## src/rtl/cpu_datapath.sv

```systemverilog
// -----------------------------------------------------------------------------
// cpu_datapath
// Datapath for the small 8-bit teaching processor. It holds the program
// counter, instruction register, 16x8 register file, a 4-function ALU and an
// internal 256x8 data memory. A separate controller sequences it through the
// control inputs below.
//
// Ports
//   clk, rst                     clock; synchronous active-high reset
//   PC_clr, PC_inc, PC_ld        PC clear / increment / jump to IR[7:0]
//   I_rd, IR_ld                  instruction fetch enables (both needed to load IR)
//   I_addr      (out, 8)         instruction memory address (= PC)
//   I_data      (in, 16)         instruction memory read data
//   instruction (out, 16)        current IR contents
//   D_addr, D_rd, D_wr           data memory address / read / write
//   RF_W_data   (in, 8)          immediate write data
//   RF_s1, RF_s0                 RF write source: 00 ALU, 01 mem, 10 imm, 11 zero
//   RF_W_addr, RF_W_wr           RF write port
//   RF_Rp_addr/rd, RF_Rq_addr/rd RF read ports (data forced to 0 when not read)
//   alu_s1, alu_s0               ALU op: 00 pass Rp, 01 add, 10 sub, 11 not Rp
//   RF_Rp_zero  (out)            Rp port reads a zero register
//   dbg_addr, dbg_data           combinational register file peek
//   pc          (out, 8)         current PC
// -----------------------------------------------------------------------------
module cpu_datapath (
    input  logic        clk,
    input  logic        rst,
    input  logic        PC_clr,
    input  logic        PC_inc,
    input  logic        PC_ld,
    input  logic        I_rd,
    input  logic        IR_ld,
    output logic [7:0]  I_addr,
    input  logic [15:0] I_data,
    output logic [15:0] instruction,
    input  logic [7:0]  D_addr,
    input  logic        D_rd,
    input  logic        D_wr,
    input  logic [7:0]  RF_W_data,
    input  logic        RF_s1,
    input  logic        RF_s0,
    input  logic [3:0]  RF_W_addr,
    input  logic        RF_W_wr,
    input  logic [3:0]  RF_Rp_addr,
    input  logic        RF_Rp_rd,
    input  logic [3:0]  RF_Rq_addr,
    input  logic        RF_Rq_rd,
    input  logic        alu_s1,
    input  logic        alu_s0,
    output logic        RF_Rp_zero,
    input  logic [3:0]  dbg_addr,
    output logic [7:0]  dbg_data,
    output logic [7:0]  pc
);

    logic [7:0]  pc_q;
    logic [15:0] ir_q;
    logic [7:0]  regs [16];
    logic [7:0]  dmem [256];

    logic [7:0]  rp_data;
    logic [7:0]  rq_data;
    logic [7:0]  alu_result;
    logic [7:0]  mem_rdata;
    logic [7:0]  rf_wdata;

    // Program counter: clear beats jump beats increment; 8-bit add wraps 255 -> 0.
    always_ff @(posedge clk) begin
        if (rst) begin
            pc_q <= 8'h00;
        end else if (PC_clr) begin
            pc_q <= 8'h00;
        end else if (PC_ld) begin
            pc_q <= ir_q[7:0];
        end else if (PC_inc) begin
            pc_q <= pc_q + 8'h01;
        end
    end

    // Instruction register: I_data is addressed by the pre-edge PC, so a
    // fetch combined with PC_inc captures the word at the old PC.
    always_ff @(posedge clk) begin
        if (rst) begin
            ir_q <= 16'h0000;
        end else if (IR_ld && I_rd) begin
            ir_q <= I_data;
        end
    end

    // Register file write port; reads are asynchronous and see pre-edge
    // contents, so there is no write-to-read bypass.
    always_ff @(posedge clk) begin
        if (rst) begin
            for (int i = 0; i < 16; i++) begin
                regs[i] <= 8'h00;
            end
        end else if (RF_W_wr) begin
            regs[RF_W_addr] <= rf_wdata;
        end
    end

    // Data memory keeps its contents across reset; a write coinciding with
    // reset is dropped.
    always_ff @(posedge clk) begin
        if (!rst && D_wr) begin
            dmem[D_addr] <= rp_data;
        end
    end

    // Read ports, ALU and write-source select are all combinational.
    always_comb begin
        rp_data    = RF_Rp_rd ? regs[RF_Rp_addr] : 8'h00;
        rq_data    = RF_Rq_rd ? regs[RF_Rq_addr] : 8'h00;
        mem_rdata  = D_rd ? dmem[D_addr] : 8'h00;

        alu_result = rp_data;
        case ({alu_s1, alu_s0})
            2'b00:   alu_result = rp_data;
            2'b01:   alu_result = rp_data + rq_data;
            2'b10:   alu_result = rp_data - rq_data;
            default: alu_result = ~rp_data;
        endcase

        rf_wdata = alu_result;
        case ({RF_s1, RF_s0})
            2'b00:   rf_wdata = alu_result;
            2'b01:   rf_wdata = mem_rdata;
            2'b10:   rf_wdata = RF_W_data;
            default: rf_wdata = 8'h00;
        endcase
    end

    assign RF_Rp_zero  = RF_Rp_rd && (regs[RF_Rp_addr] == 8'h00);
    assign dbg_data    = regs[dbg_addr];
    assign pc          = pc_q;
    assign I_addr      = pc_q;
    assign instruction = ir_q;

endmodule

```

## config.mk

```make
export PLATFORM = sky130hd
export DESIGN_NAME = cpu_datapath
export DESIGN_NICKNAME = d
export VERILOG_FILES = /design/src/rtl/cpu_datapath.sv
export SDC_FILE = /design/constraint.sdc
export NUM_CORES = 2
export LEC_CHECK = 0
export CORE_ASPECT_RATIO = 1.5
export CORE_MARGIN = 2
export CORE_UTILIZATION = 50
export DETAILED_ROUTE_END_ITERATION = 7
export PLACE_DENSITY = 0.67
export SYNTH_ARGS = -nofsm -noshare
export SYNTH_HDL_FRONTEND = slang
export SYNTH_SLANG_ARGS = --single-unit
export TNS_END_PERCENT = 30
```

## constraint.sdc

```tcl
create_clock -name clk -period 9.85 [get_ports clk]
set_clock_uncertainty 0.15 [all_clocks]
set_input_delay 2.955 -clock clk [delete_from_list [all_inputs] [get_ports clk]]
set_output_delay 2.955 -clock clk [all_outputs]
set_load 0.02 [all_outputs]
```

### Word level (Yosys, flattened, before mapping)

Memory sizes are Yosys's and may differ from the RTL's.
Cells that the tools add are included.
Widths: inputs -> output; s select.

* bits in registers: 24
* memory bits (writable): 2176
* bits of input ports: 64
* output and inout bits: 41
* memories kept: 2

* $add $sub $neg: 3
* equality and inequality tests: 4
* muxes and demuxes: 17
* bitwise logic cells: 1
* reduce and logical (&&, ||, !) cells: 10

Memories
* dmem: depth 256, bits a word 8, read ports 1, clocked after memory_dff 0, write ports 1, line 59 `logic [7:0] dmem [256];`
* regs: depth 16, bits a word 8, read ports 3, clocked after memory_dff 0, write ports 16, line 58 `logic [7:0] regs [16];`

Operators by type and width (count)
* $mux 8: 6
* $pmux 8 s3: 2
* $add 8x1->8 const B: 1
* $add 8x8->8: 1
* $logic_not 8->1: 1
* $mux 1: 8
* $not 8->8: 1
* $reduce_or 8->1: 1
* $sub 8x8->8: 1
* $eq 2x1->1 const B: 2
* $eq 2x2->1 const B: 2
* $logic_not 2->1: 2
* $mux 4: 1
* $logic_and 1x1->1: 3
* $reduce_bool 2->1: 1
* $reduce_or 2->1: 1
* $logic_not 1->1: 1

### Depth between registers and ports, before layout

An unclocked memory read counts as a cell.

* depth after elaboration: 6
* gate-level depth with buffers: 22
* mapped depth without buffers: 18

### Least setup slack after synthesis

Ideal clock, no wire load.

* path kind: input to register
* start point: input RF_Rp_addr[0]
* end point: memory regs[12][6] (data pin)
* setup time: 0.264 ns
* arrival: 10.045 ns
* data required time: 9.436 ns
* path slack: -0.609 ns
* stages: 18
* buffers on the path: 3
* cell sequence: buf_2 buf_2 mux4_2 mux4_2 and2_1 inv_1 ha_1 fa_1 nand2b_1 a21boi_0 o21a_1 o21a_1 o21ai_0 nand3b_1 a22oi_1 a222oi_1 buf_4 nor2_1

RTL lines
* from (decl): line 44 `input logic [3:0] RF_Rp_addr,`
* to (decl): line 58

### Final worst setup path

* start point: input RF_Rp_addr[1]
* end point: output RF_Rp_zero

* word-level cells in the longest chain between the ends: 3

Ends and longest elaborated chain
* $mem_v2 16x8
* $logic_not 8->1: line 133 `assign RF_Rp_zero = RF_Rp_rd && (regs[RF_Rp_addr] == 8'h00);`
* $logic_and 1x1->1: line 133
* to (decl): line 50 `output logic RF_Rp_zero,`

No other way between the ends.

==> results.txt <==
----------------------------------------------------
[Setup path]
  Critical path data required time ... approximately 6800 ps
  Register-to-register path setup slack ... 4910 ps
  Critical Path Source Type ... input port
  Setup Crit Path Kind ... in2out
  Element type at the critical path end ... output port
  Highest fanout seen on the critical path ... 30
  Arrival time at the worst endpoint ... 5970 ps

[Final layout]
  P&R area growth vs syn ... 11.2%
  Net count of the finished layout ... about 4400
  Layout cells sized above 1 ... 25.4%
  Core occupancy in the finished layout ... between 50% and 60%
  Final standard cell count with taps included and fillers excluded ... between 6000 and 7000

[Yosys]
  Synthesized netlist net count ... 4273
  Cells after synthesis ... 4196
  Yosys warnings ... 0
  Asr flop ratio synth ... 0%
  Share of the synthesized area in the top cell type ... 73.8%
  Count of unique library cells instantiated by Yosys ... 59
  Biggest area contributors in the synthesized netlist ... edfxtp_1, mux4_2, nor2_1
  Most used standard cell by instance count after synthesis ... edfxtp_1
  Ys flop type ... edfxtp_1
  Synthesized area divided by synthesized cell count ... 21.1 um^2
  Netlist area before placement ... between 80000 and 90000 um^2
  Cell type with the highest aggregate area in the netlist ... edfxtp_1
  Number of synthesized flops with an enable pin ... 2176
  Post-synthesis sequential area ratio ... 74.4%
  Commonest cells in the synthesized netlist ... edfxtp_1, mux4_2, nor2_1
  Register bit count reported by yosys ... 2200

[Floorplan]
  Starting density of the core ... 50.2%
  Core Footprint ... 176000 um^2
  Die W ... ~350 um
  Site Rows ... ~190
  Y dimension of the die ... 519 um
  Die outline area ... 180000 um^2
  I/O pin count ... 105

[STA]
  Setup violation total in the final timing report ... 0
  Peak Freq ... approximately 0.11 GHz
  Final hold vios ... 0
  Worst Slack Setup Final ... 778 ps
  Final worst path period share ... 92.1%
  Min cycle time layout ... 9070 ps
  Setup Total Neg Slack ... 0 ps
  Actual slew at the worst max-slew pin ... 1350 ps
  Pins over their slew limit ... 0
  Worst slew margin ... 9.85%
  Setup repair after global routing missed its margin ... no

[Route]
  Average wire length per cell after detail routing ... 33.7 um
  Count of nets left with antenna violations after detail routing ... 0
  Drt pass-1 iters ... 6
  Count of unresolved DRC violations after routing ... 0
  Total number of vias ... 43600
  Aggregate routed wire length ... 229000 um
  Number of vias per cell ... 6.42
  Detailed Route Iter0 Violations ... 4832

[Clock tree]
  CTS max path bufs ... 3
  Clk sink count ... 2200
  Setup repair bufs after CTS ... 0
  Root buffer selected by CTS ... clkbuf_16
  CTS tree ... built
  Resized cells post-CTS ... 0
  Number of clock buffers inserted by TritonCTS ... approximately 190
  Clock transition at path regs ... 60 ps
  Count of H-tree levels built during CTS ... 4
  Hold-fix buffers at CTS ... 0
  Skew-Pair Late Insertion Delay ... 880 ps

[Pwr]
  P_leak ... 30.8 nW
  P per Cell Area ... slightly below 200 nW/um^2
  IR drop worst, VDD ... 0.149 mV

[Global routing]
  Pin count of the biggest net entering global routing ... 211
  Number of antenna violations at the first check in global routing ... 4
  Wire length of the first global-routing pass ... 328000 um
  Vias in the first global route ... 44800
  Global-route usage over all layers ... 25.7%
  Overall overflow remaining after global route ... 0

[Status]
  Result of the run ... finished, final reports clean

[Worst hold path]
  Classification of the worst-slack hold path ... reg2reg

[Placement]
  Port bufs ... 104
  Worst slack after detailed placement ... 784 ps
  Number of instances in the placed design ... around 6400
  Post-DP HPWL ... between 100000 and 150000 um
  Gpl congestion ... 0.967

[Job]
  Max-cap viol count ... 0

----------------------------------------------------
-- report_power, final --
| part | switching (mW) | total [mW] | internal (mW) | leakage [nW] |
|---|---|---|---|---|
| clock network | 3.39 | 7.31 | 3.92 | 2.92 |
| registers | 0.0288 | 10.4 | 10.4 | 20.5 |
| logic | 0.819 | 1.28 | 0.464 | 7.38 |
-- worst paths after layout --
| kind | start | endpoint | depth (start not counted) |
|---|---|---|---|
| max | RF_Rp_addr[1] | RF_Rp_zero | 8 |
| min | instruction[8]$_SDFFE_PP0P_ | instruction[8]$_SDFFE_PP0P_ | 2 |
| max reg2reg | regs[2][1]$_SDFFCE_PN0P_ | regs[6][5]$_SDFFCE_PN0P_ | 17 |
| min reg2reg | instruction[8]$_SDFFE_PP0P_ | instruction[8]$_SDFFE_PP0P_ | 2 |
-- layout make-up --
cell class	count	area, um^2
Timing Repair Buffer	229	2170
Multi-Input combinational cell	1704	21500
Clock buffer	221	4850
Fill cell	13000	78000
Sequential cell	2200	65800
Antenna cell	7	17.5
Inverter	18	75.1
Clock inverter	123	1160
Tap cell	2292	2870
-- registers in the layout, indices dropped and copies added (netlist names) --
name / flops
dmem: 2048
regs: 128
instruction: 16
I_addr: 8
-- routing by layer --
layer  part of all wire, %  GRT usage [%]
met5                     0              0
met4                   6.7           14.8
met3                   7.6           5.02
met2                    51           43.6
met1                    34           30.8
-- cells by family (layout without fill, tap and decap cells) --
kind of cell	count (synthesis)	count (layout)	share of synthesized area, %
DFF	2200	2200	74.4
adders and majority gates	13	13	0.192
xor gates and xnor gates	15	15	0.148
AOI/OAI and AO/OA	201	201	1.53
muxes	777	777	18.9
and+or+nand+nor	698	698	3.39
buffers and inverters	292	591	1.46
other	0	7	0
-- through the flow --
step	power, mW	instance area, um^2	hold slack, ps
floorplan	11.4	88500	385
global placement	11.9	92400	293
detailed placement	11.9	92400	304
CTS	19.1	98400	313
global route	19.5	98400	335
finish	19.0	98400	309
-- cell usage in the layout, fill, tap and decap left out, types with 7 or more instances in the layout --
master              n
buf_12             15
clkinvlp_4          7
diode_2             7
and3_1              8
dfxtp_1            24
nor2b_1            21
buf_4             110
ha_1               12
mux2i_1            53
clkdlybuf4s50_1    96
nor4_1              9
o21ai_0            17
o211ai_1           14
bufinv_16          14
nor3_1             23
inv_1              17
and2_4              7
a31oi_1             9
nand2_1           115
mux2_2              7
and2_1             11
xnor2_1             9
nor2_1            410
mux4_2            717
clkinv_1           51
clkbuf_1           32
nand3_1            40
a22oi_1            44
nand4_1             8
edfxtp_1         2176
a21oi_1            67
clkbuf_16         189
a32oi_1            11
nand2b_1           21
clkinv_2           30
-- worst max-delay path, stage by stage --
cell             delay [ps]
clkdlybuf4s50_1         460
buf_4                   360
mux4_2                  370
mux4_2                  520
nor4_1                  300
nand3_1                 100
nor4_1                  220
clkdlybuf4s50_1         660
Power figures use the tool's default switching activity.
